[config.mk]
export PLATFORM = sky130hd
export DESIGN_NAME = branch_resolve_buffer
export DESIGN_NICKNAME = d
export VERILOG_FILES = /design/src/rtl/branch_resolve_buffer.sv
export SDC_FILE = /design/constraint.sdc
export NUM_CORES = 2
export LEC_CHECK = 0
export CAP_MARGIN = 15
export CELL_PAD_IN_SITES_DETAIL_PLACEMENT = 1
export CELL_PAD_IN_SITES_GLOBAL_PLACEMENT = 2
export CORE_UTILIZATION = 47
export CTS_BUF_LIST = sky130_fd_sc_hd__clkbuf_8
export CTS_CLUSTER_DIAMETER = 40
export CTS_CLUSTER_SIZE = 8
export DETAILED_ROUTE_END_ITERATION = 10
export PLACE_DENSITY = 0.91
export SKIP_LAST_GASP = 1
export SLEW_MARGIN = 25
export SYNTH_ARGS = -nofsm -noshare
export SYNTH_HDL_FRONTEND = slang
export SYNTH_SLANG_ARGS = --single-unit
[constraint.sdc]
create_clock -name clk_in -period 3.3 [get_ports clk_in]
set_input_delay 0.66 -clock clk_in [delete_from_list [all_inputs] [get_ports clk_in]]
set_output_delay 0.66 -clock clk_in [all_outputs]
set_load 0.01 [all_outputs]
[src/rtl/branch_resolve_buffer.sv]
// Branch resolve buffer: tracks in-flight branches by ROB index, records BCU
// results, checks the prediction at commit and raises a one-cycle mispredict
// flush with the redirect PC. Also emits predictor updates and statistics.
module branch_resolve_buffer #(
    parameter int ROB_IDX_W = 4,
    parameter int ROB_SIZE  = 16,
    parameter int CNT_W     = 32
) (
    input  logic                 clk_in,
    input  logic                 rst_in,
    input  logic                 flush_input,
    input  logic                 alloc_valid,
    input  logic [ROB_IDX_W-1:0] alloc_rob_id,
    input  logic                 alloc_pred_taken,
    input  logic [31:0]          alloc_pc,
    input  logic [ROB_IDX_W-1:0] bcu_rob_id,
    input  logic                 bcu_taken,
    input  logic [31:0]          bcu_value,
    input  logic                 commit_valid,
    input  logic [ROB_IDX_W-1:0] commit_rob_id,
    output logic                 commit_ready,
    output logic                 flush_out,
    output logic [31:0]          redirect_pc,
    output logic                 upd_valid,
    output logic [31:0]          upd_pc,
    output logic                 upd_taken,
    output logic [CNT_W-1:0]     commit_cnt,
    output logic [CNT_W-1:0]     mispredict_cnt
);

    typedef enum logic {IDLE, FLUSH} state_t;

    state_t              state_q;
    logic [ROB_SIZE-1:0] valid_q;
    logic [ROB_SIZE-1:0] resolved_q;
    logic [ROB_SIZE-1:0] pred_q;
    logic [ROB_SIZE-1:0] taken_q;
    logic [31:0]         pc_q     [ROB_SIZE];
    logic [31:0]         target_q [ROB_SIZE];

    logic alloc_go;
    logic resolve_go;
    logic commit_go;
    logic mispredict;

    // Head-of-ROB readiness and decode of this cycle's alloc/resolve/commit actions
    always_comb begin
        commit_ready = (commit_rob_id != '0) & valid_q[commit_rob_id] & resolved_q[commit_rob_id];
        alloc_go     = alloc_valid & (alloc_rob_id != '0);
        // A result racing an allocate to the same slot belongs to the old branch: drop it
        resolve_go   = (bcu_rob_id != '0) & valid_q[bcu_rob_id] &
                       ~(alloc_go & (alloc_rob_id == bcu_rob_id));
        commit_go    = commit_valid & commit_ready;
        mispredict   = taken_q[commit_rob_id] != pred_q[commit_rob_id];
    end

    // Control FSM, entry table and registered outputs
    always_ff @(posedge clk_in or negedge rst_in) begin
        if (!rst_in) begin
            state_q        <= IDLE;
            valid_q        <= '0;
            resolved_q     <= '0;
            pred_q         <= '0;
            taken_q        <= '0;
            for (int i = 0; i < ROB_SIZE; i++) begin
                pc_q[i]     <= '0;
                target_q[i] <= '0;
            end
            flush_out      <= 1'b0;
            redirect_pc    <= '0;
            upd_valid      <= 1'b0;
            upd_pc         <= '0;
            upd_taken      <= 1'b0;
            commit_cnt     <= '0;
            mispredict_cnt <= '0;
        end else if (flush_input || state_q == FLUSH) begin
            // External flush or the end of our own flush cycle: drop every in-flight branch
            state_q    <= IDLE;
            valid_q    <= '0;
            resolved_q <= '0;
            flush_out  <= 1'b0;
            upd_valid  <= 1'b0;
        end else begin
            flush_out <= 1'b0;
            upd_valid <= 1'b0;

            if (commit_go) begin
                valid_q[commit_rob_id] <= 1'b0;
                upd_valid              <= 1'b1;
                upd_pc                 <= pc_q[commit_rob_id];
                upd_taken              <= taken_q[commit_rob_id];
                commit_cnt             <= commit_cnt + 1'b1;
                if (mispredict) begin
                    flush_out      <= 1'b1;
                    redirect_pc    <= target_q[commit_rob_id];
                    mispredict_cnt <= mispredict_cnt + 1'b1;
                    state_q        <= FLUSH;
                end
            end

            if (resolve_go) begin
                resolved_q[bcu_rob_id] <= 1'b1;
                taken_q[bcu_rob_id]    <= bcu_taken;
                target_q[bcu_rob_id]   <= bcu_value;
            end

            // Allocation last so it overrides a same-slot commit clear
            if (alloc_go) begin
                valid_q[alloc_rob_id]    <= 1'b1;
                resolved_q[alloc_rob_id] <= 1'b0;
                pred_q[alloc_rob_id]     <= alloc_pred_taken;
                pc_q[alloc_rob_id]       <= alloc_pc;
                taken_q[alloc_rob_id]    <= 1'b0;
                target_q[alloc_rob_id]   <= '0;
            end
        end
    end

endmodule

---- Yosys cells after proc, flatten, opt, wreduce, memory -nomap -nowiden ----
Cells that the tools add are included.
storage, ports and cells
  logic and storage cells ................. 147
  register bits ........................... 1,220
  input port bits ......................... 83
  output and inout port bits .............. 132
operators by class
  bitwise operators ....................... 21
  reductions and logical operators ........ 15
  muxes and demuxes ....................... 52
  eq/ne operators ......................... 2
  add/subtract/negate cells ............... 2
  order comparisons ....................... 11
operator list
  operator                                                     number
  2-to-1 mux 512 bit                                           3
  bitwise mux 512 bit                                          2
  bitwise AND 512 bit                                          1
  inverter 512 bit                                             1
  binary-select mux 32 bit (select 4 bit)                      2
  demux 32 bit (select 4 bit)                                  2
  2-to-1 mux 32 bit                                            6
  2-to-1 mux 16 bit                                            11
  adder 32 x 1 -> 32 bit (second input constant)               2
  bitwise AND 16 bit                                           3
  bitwise mux 16 bit                                           2
  inverter 16 bit                                              2
  OR 16 bit                                                    2
  binary-select mux 1 bit (select 4 bit)                       5
  2-to-1 mux 1 bit                                             16
  >= comparator 5 bit (second input constant)                  3
  less-than comparator 4 x 5 -> 1 bit (second input constant)  3
  inverter 4 -> 5 bit                                          3
  demux 1 bit (select 4 bit)                                   3
  >= comparator 4 x 1 -> 1 bit (second input constant)         3
  nonzero test 4 bit                                           3
  less-than comparator 5 x 1 -> 1 bit (second input constant)  2
  bitwise AND 1 bit                                            7
  AND reduction 2 bit                                          3
  7 further kinds                                              13

---- Depth between registers and ports, before layout ----
  depth after elaboration ................. 11
  mapped depth ............................ 12
  depth with buffers taken out ............ 7

---- Least setup slack after synthesis ----
OpenSTA, ideal clock, no wires.
  kind .................................... input to register
  start ................................... input port commit_rob_id[0]
  end ..................................... register redirect_pc[10]
  buffers on the path ..................... 4
  stages on the path ...................... 7
  slack ................................... 0.277 ns
  setup time .............................. 0.125 ns
  data arrival time ....................... 2.899 ns
  data required time ...................... 3.175 ns
  path through ............................ buf_6 -> buf_6 -> buf_2 -> buf_1 -> mux4_2 -> mux4_2 -> mux2_2
on the way
  cells in the longest elaborated chain, start to end .. 6
  elaborated cells between the ends (all ways) .. 18
  those cells by class .................... eq/ne (1); mux (11); bitwise (4); reduce/logical (2)
RTL lines
  what                                    line  text
  start, declared                         20    input logic [ROB_IDX_W-1:0] commit_rob_id,
  binary-select mux 1 bit (select 4 bit)  48    commit_ready = (commit_rob_id != '0) & valid_q[commit_rob_id] & resolved_q[commit_rob_id];
  2-to-1 mux 1 bit (not written as such)  48
  bitwise AND 1 bit (2 in a row)          48
  bitwise AND 1 bit                       53    commit_go = commit_valid & commit_ready;
  AND reduction 3 bit (no source line)    -
  end signal, assigned                    95    redirect_pc <= target_q[commit_rob_id];
  end, declared                           23    output logic [31:0] redirect_pc,
Parallel ways exist; a longest one is shown, timed or not. The select of a mux whose other input is x is not followed.
A chain may end at the register's enable or synchronous reset.

---- Worst setup path after layout ----
  start ................................... register resolved_q[13]
  end ..................................... output port commit_ready
on the way
  cells in the longest elaborated chain, start to end .. 3
RTL lines
  what                                    line  text
  start, declared                         35    logic [ROB_SIZE-1:0] resolved_q;
  start signal, assigned                  62    resolved_q <= '0;
  start signal, assigned                  80    resolved_q <= '0;
  start signal, assigned by index         102   resolved_q[bcu_rob_id] <= 1'b1;
  binary-select mux 1 bit (select 4 bit)  48
  2-to-1 mux 1 bit (not written as such)  48
  bitwise AND 1 bit                       48
  end, declared                           21    output logic commit_ready,
No other way between the ends. The select of a mux whose other input is x is not followed.

==> impl_metrics.toml <==
[status]
outcome = "finished, final reports clean"

[sta]
slew_headroom = 0.311
tightest_slew_ns = 1.03
fmax_mhz = 312
rsz0062_at_grt = "no"
finalMaxSlewViolations = 0
min_period_ns = 3.21
fin_skew_ns = 0.0461
fin_crit_sh = 0.972
hold_viol_final = 0
setup_viol = 0

[floorplan]
die_w_um = 338
dieArea_um2 = 114000
ioPinCount = 215
die_y_um = 338
rows = 122
core-area_um2 = 111000
initial_core_util = 0.477

[setup_path]
startpoint_type = "register"
crit_path_end_kind = "primary output"
reg2reg_from = "resolved_q[13]"
crit_fanout = 2
critPathArrivalTime_ns = 2.55
r2r_slack_ns = 0.57
r2r_end = "upd_pc[7]"
crit_type = "register to primary output"
worstSetupStartpoint = "resolved_q[13]"
worstPathRequired_ns = 2.64
reg2regPathDepth = 9

[placement]
place_area_um2 = 58700
place.gp.congestion = 0.874
dpl.hpwl_um = 99200
dp.cells = 5078
io_buffer_count = 214

[power_and_ir_drop]
p_per_area_nw_per_um2 = 575
leakagePower_nw = 28.4
max-vdd-ir-drop_mv = 0.373

[route]
drtIter0Drc = 2754
drtPass1Iterations = 5
wire_per_inst_um = 29.8
routed_wl_um = 159000
drc = 0
final_antenna_net_count = 0
num_vias = 34182
via_per_inst = 6.40

[synthesis]
synth-warning-count = 0
syn_avg_cell_area_um2 = 15.0
synth.area.mux_share = 0.255
synthArstFlopShare = 1.00
synth_edf_count = 0
yosys_register_bits = 1219
syn-num-nets = 3617
syn_inst = 3532
synthSimpleGateAreaFrac = 0.0402
ys.flop_type = "dfrtp_1"
synth_fa_ha_area_frac = 0.000471
yosysSeqAreaShare = 0.574
synth-xor-area-share = 0.0110
synth_compound_area_frac = 0.0878
syn_area_um2 = 53100
yosysUniqueCellTypes = 55
synth_top_family_by_area = "multiplexers"

[clocking]
clockBufferDepth = 3
cts_root_buf = "clkbuf_8"
cts_buffers = 187
clkSlewWorstSetupHoldPaths_ns = 0.06
cts_setup_buffers = 0
htree_levels = 4
clock_latency_ns = 0.89
cts.sinks = 1219
tritoncts = "built"

[global_route]
grt_pass1_vias = 38331
grt_max_degree = 100
overflow = 0
grt_pass1_wl_um = 247000
grt_antenna_before_repair = 13
grt_util_all_layers = 0.283

[finish]
synthToLayoutAreaGrowth_pct = 16.5
layout_common_cells = "dfrtp_1 (1219), mux2_2 (528), a22o_1 (494)"
fin_cells = 5339
nNetsFinal = 3865
fillers = 10326
final_common_cell = "dfrtp_1"
design_area_um2 = 61900
post_route_cells_drive_above_1_share = 0.366

[min_path]
min_path_type = "primary input to register"
worst_hold_path.num_cells = 5
hold_start = "commit_rob_id[3]"
hold_end = "valid_q[1]"

[flow_run]
maxCapViolations = 0
==> where the power goes <==
part / switching (W) / internal (W) / total, W
Combinational: 0.00226 / 0.00317 / 0.00543
Sequential: 0.00130 / 0.0171 / 0.0184
Clock: 0.00594 / 0.00583 / 0.0118
Total: 0.00950 / 0.0261 / 0.0356
==> flip-flops by register name, summed over array words and instances, names as in the netlist <==
register / flops
state_q: 1
upd_pc: 32
taken_q: 16
flush_out: 1
valid_q: 16
pred_q: 16
pc_q: 512
upd_valid: 1
upd_taken: 1
redirect_pc: 32
commit_cnt: 32
mispredict_cnt: 32
target_q: 512
resolved_q: 15
==> cells in the mapped netlist, types with 7 or more instances <==
cell,number,share of area
dfrtp_1,1219,0.57
mux2_2,528,0.11
a22o_1,494,0.081
mux4_2,334,0.14
clkbuf_1,310,0.022
nand2_1,169,0.012
buf_2,75,0.0071
xor2_1,55,0.0091
nor2_1,52,0.0037
nor3_1,41,0.0039
nand3_1,37,0.0035
nor4_1,31,0.0036
nand4_1,14,0.0016
o21ai_1,14,0.0013
o211ai_1,13,0.0018
mux2i_1,11,0.0021
and2_1,10,0.0012
and4_1,10,0.0016
xnor2_1,10,0.0016
nor2b_1,9,0.0011
inv_1,8,0.00057
and3_1,7,0.00082
==> worst max-delay path, stage by stage, from the launching register on <==
cell	delay, ns
dfrtp_1	0.40
mux4_2	0.54
or2_1	0.29
a2bb2oi_4	0.15
inv_1	0.05
clkdlybuf4s15_2	0.25
==> kinds of logic after synthesis <==
| group | count (synthesis) |
|---|---|
| buf+inv | 405 |
| simple gates | 422 |
| mux | 873 |
| fa+ha+maj | 2 |
| compound gates | 545 |
| xor+xnor | 66 |
| flops | 1219 |
==> through the flow <==
stage          utilization  total power [W]  hold slack, ns  setup TNS, ns  setup slack (ns)
4_1_cts              0.556           0.0358           0.258              0            0.0425
3_3_place_gp         0.527           0.0235           0.360         -26.52            -0.228
6_report             0.556           0.0356           0.327              0            0.0909
3_5_place_dp         0.527           0.0240           0.363         -40.59            -0.254
2_1_floorplan            -           0.0217           0.364              0             0.277
5_1_grt              0.556           0.0370           0.340              0            0.0154
==> timing repair <==
item / CTS / global route
hold buffers: 1 / 0
gates resized for setup: 4 / 0
endpoints found under the setup margin: 1 / 0
hold endpoints to repair: 73 / 0
==> final cells by class <==
| cell class | count | area (µm²) | share of cell area |
|---|---|---|---|
| antenna | 2 | 5.00 | 0.0000808 |
| sequential | 1219 | 30500 | 0.493 |
| clock buffer | 208 | 2860 | 0.0462 |
| multi-input combinational | 1908 | 21400 | 0.345 |
| clock inverter | 50 | 358 | 0.00578 |
| timing repair buffer | 455 | 4950 | 0.0799 |
| tap | 1488 | 1860 | 0.0301 |
| inverter | 9 | 33.8 | 0.000546 |
==> how the worst max path moves through the flow <==
stage,to,slack (ns),cells past startpoint
global placement,target_q[272],-0.23,8
finish,commit_ready,0.09,5
CTS,commit_ready,0.04,5
floorplan,redirect_pc[10],0.28,7
global route,commit_ready,0.02,5
detailed placement,target_q[446],-0.25,9
==> layer usage <==
| layer | up-vias | routed length (µm) | track usage |
|---|---|---|---|
| met3 | 408 | 9860 | 0.0540 |
| met1 | 18591 | 64400 | 0.376 |
| li1 | 13808 | - | - |
| met2 | 1355 | 79000 | 0.463 |
| met5 | - | 132 | 0 |
| met4 | 20 | 5710 | 0.109 |
Power figures use the tool's default switching activity.
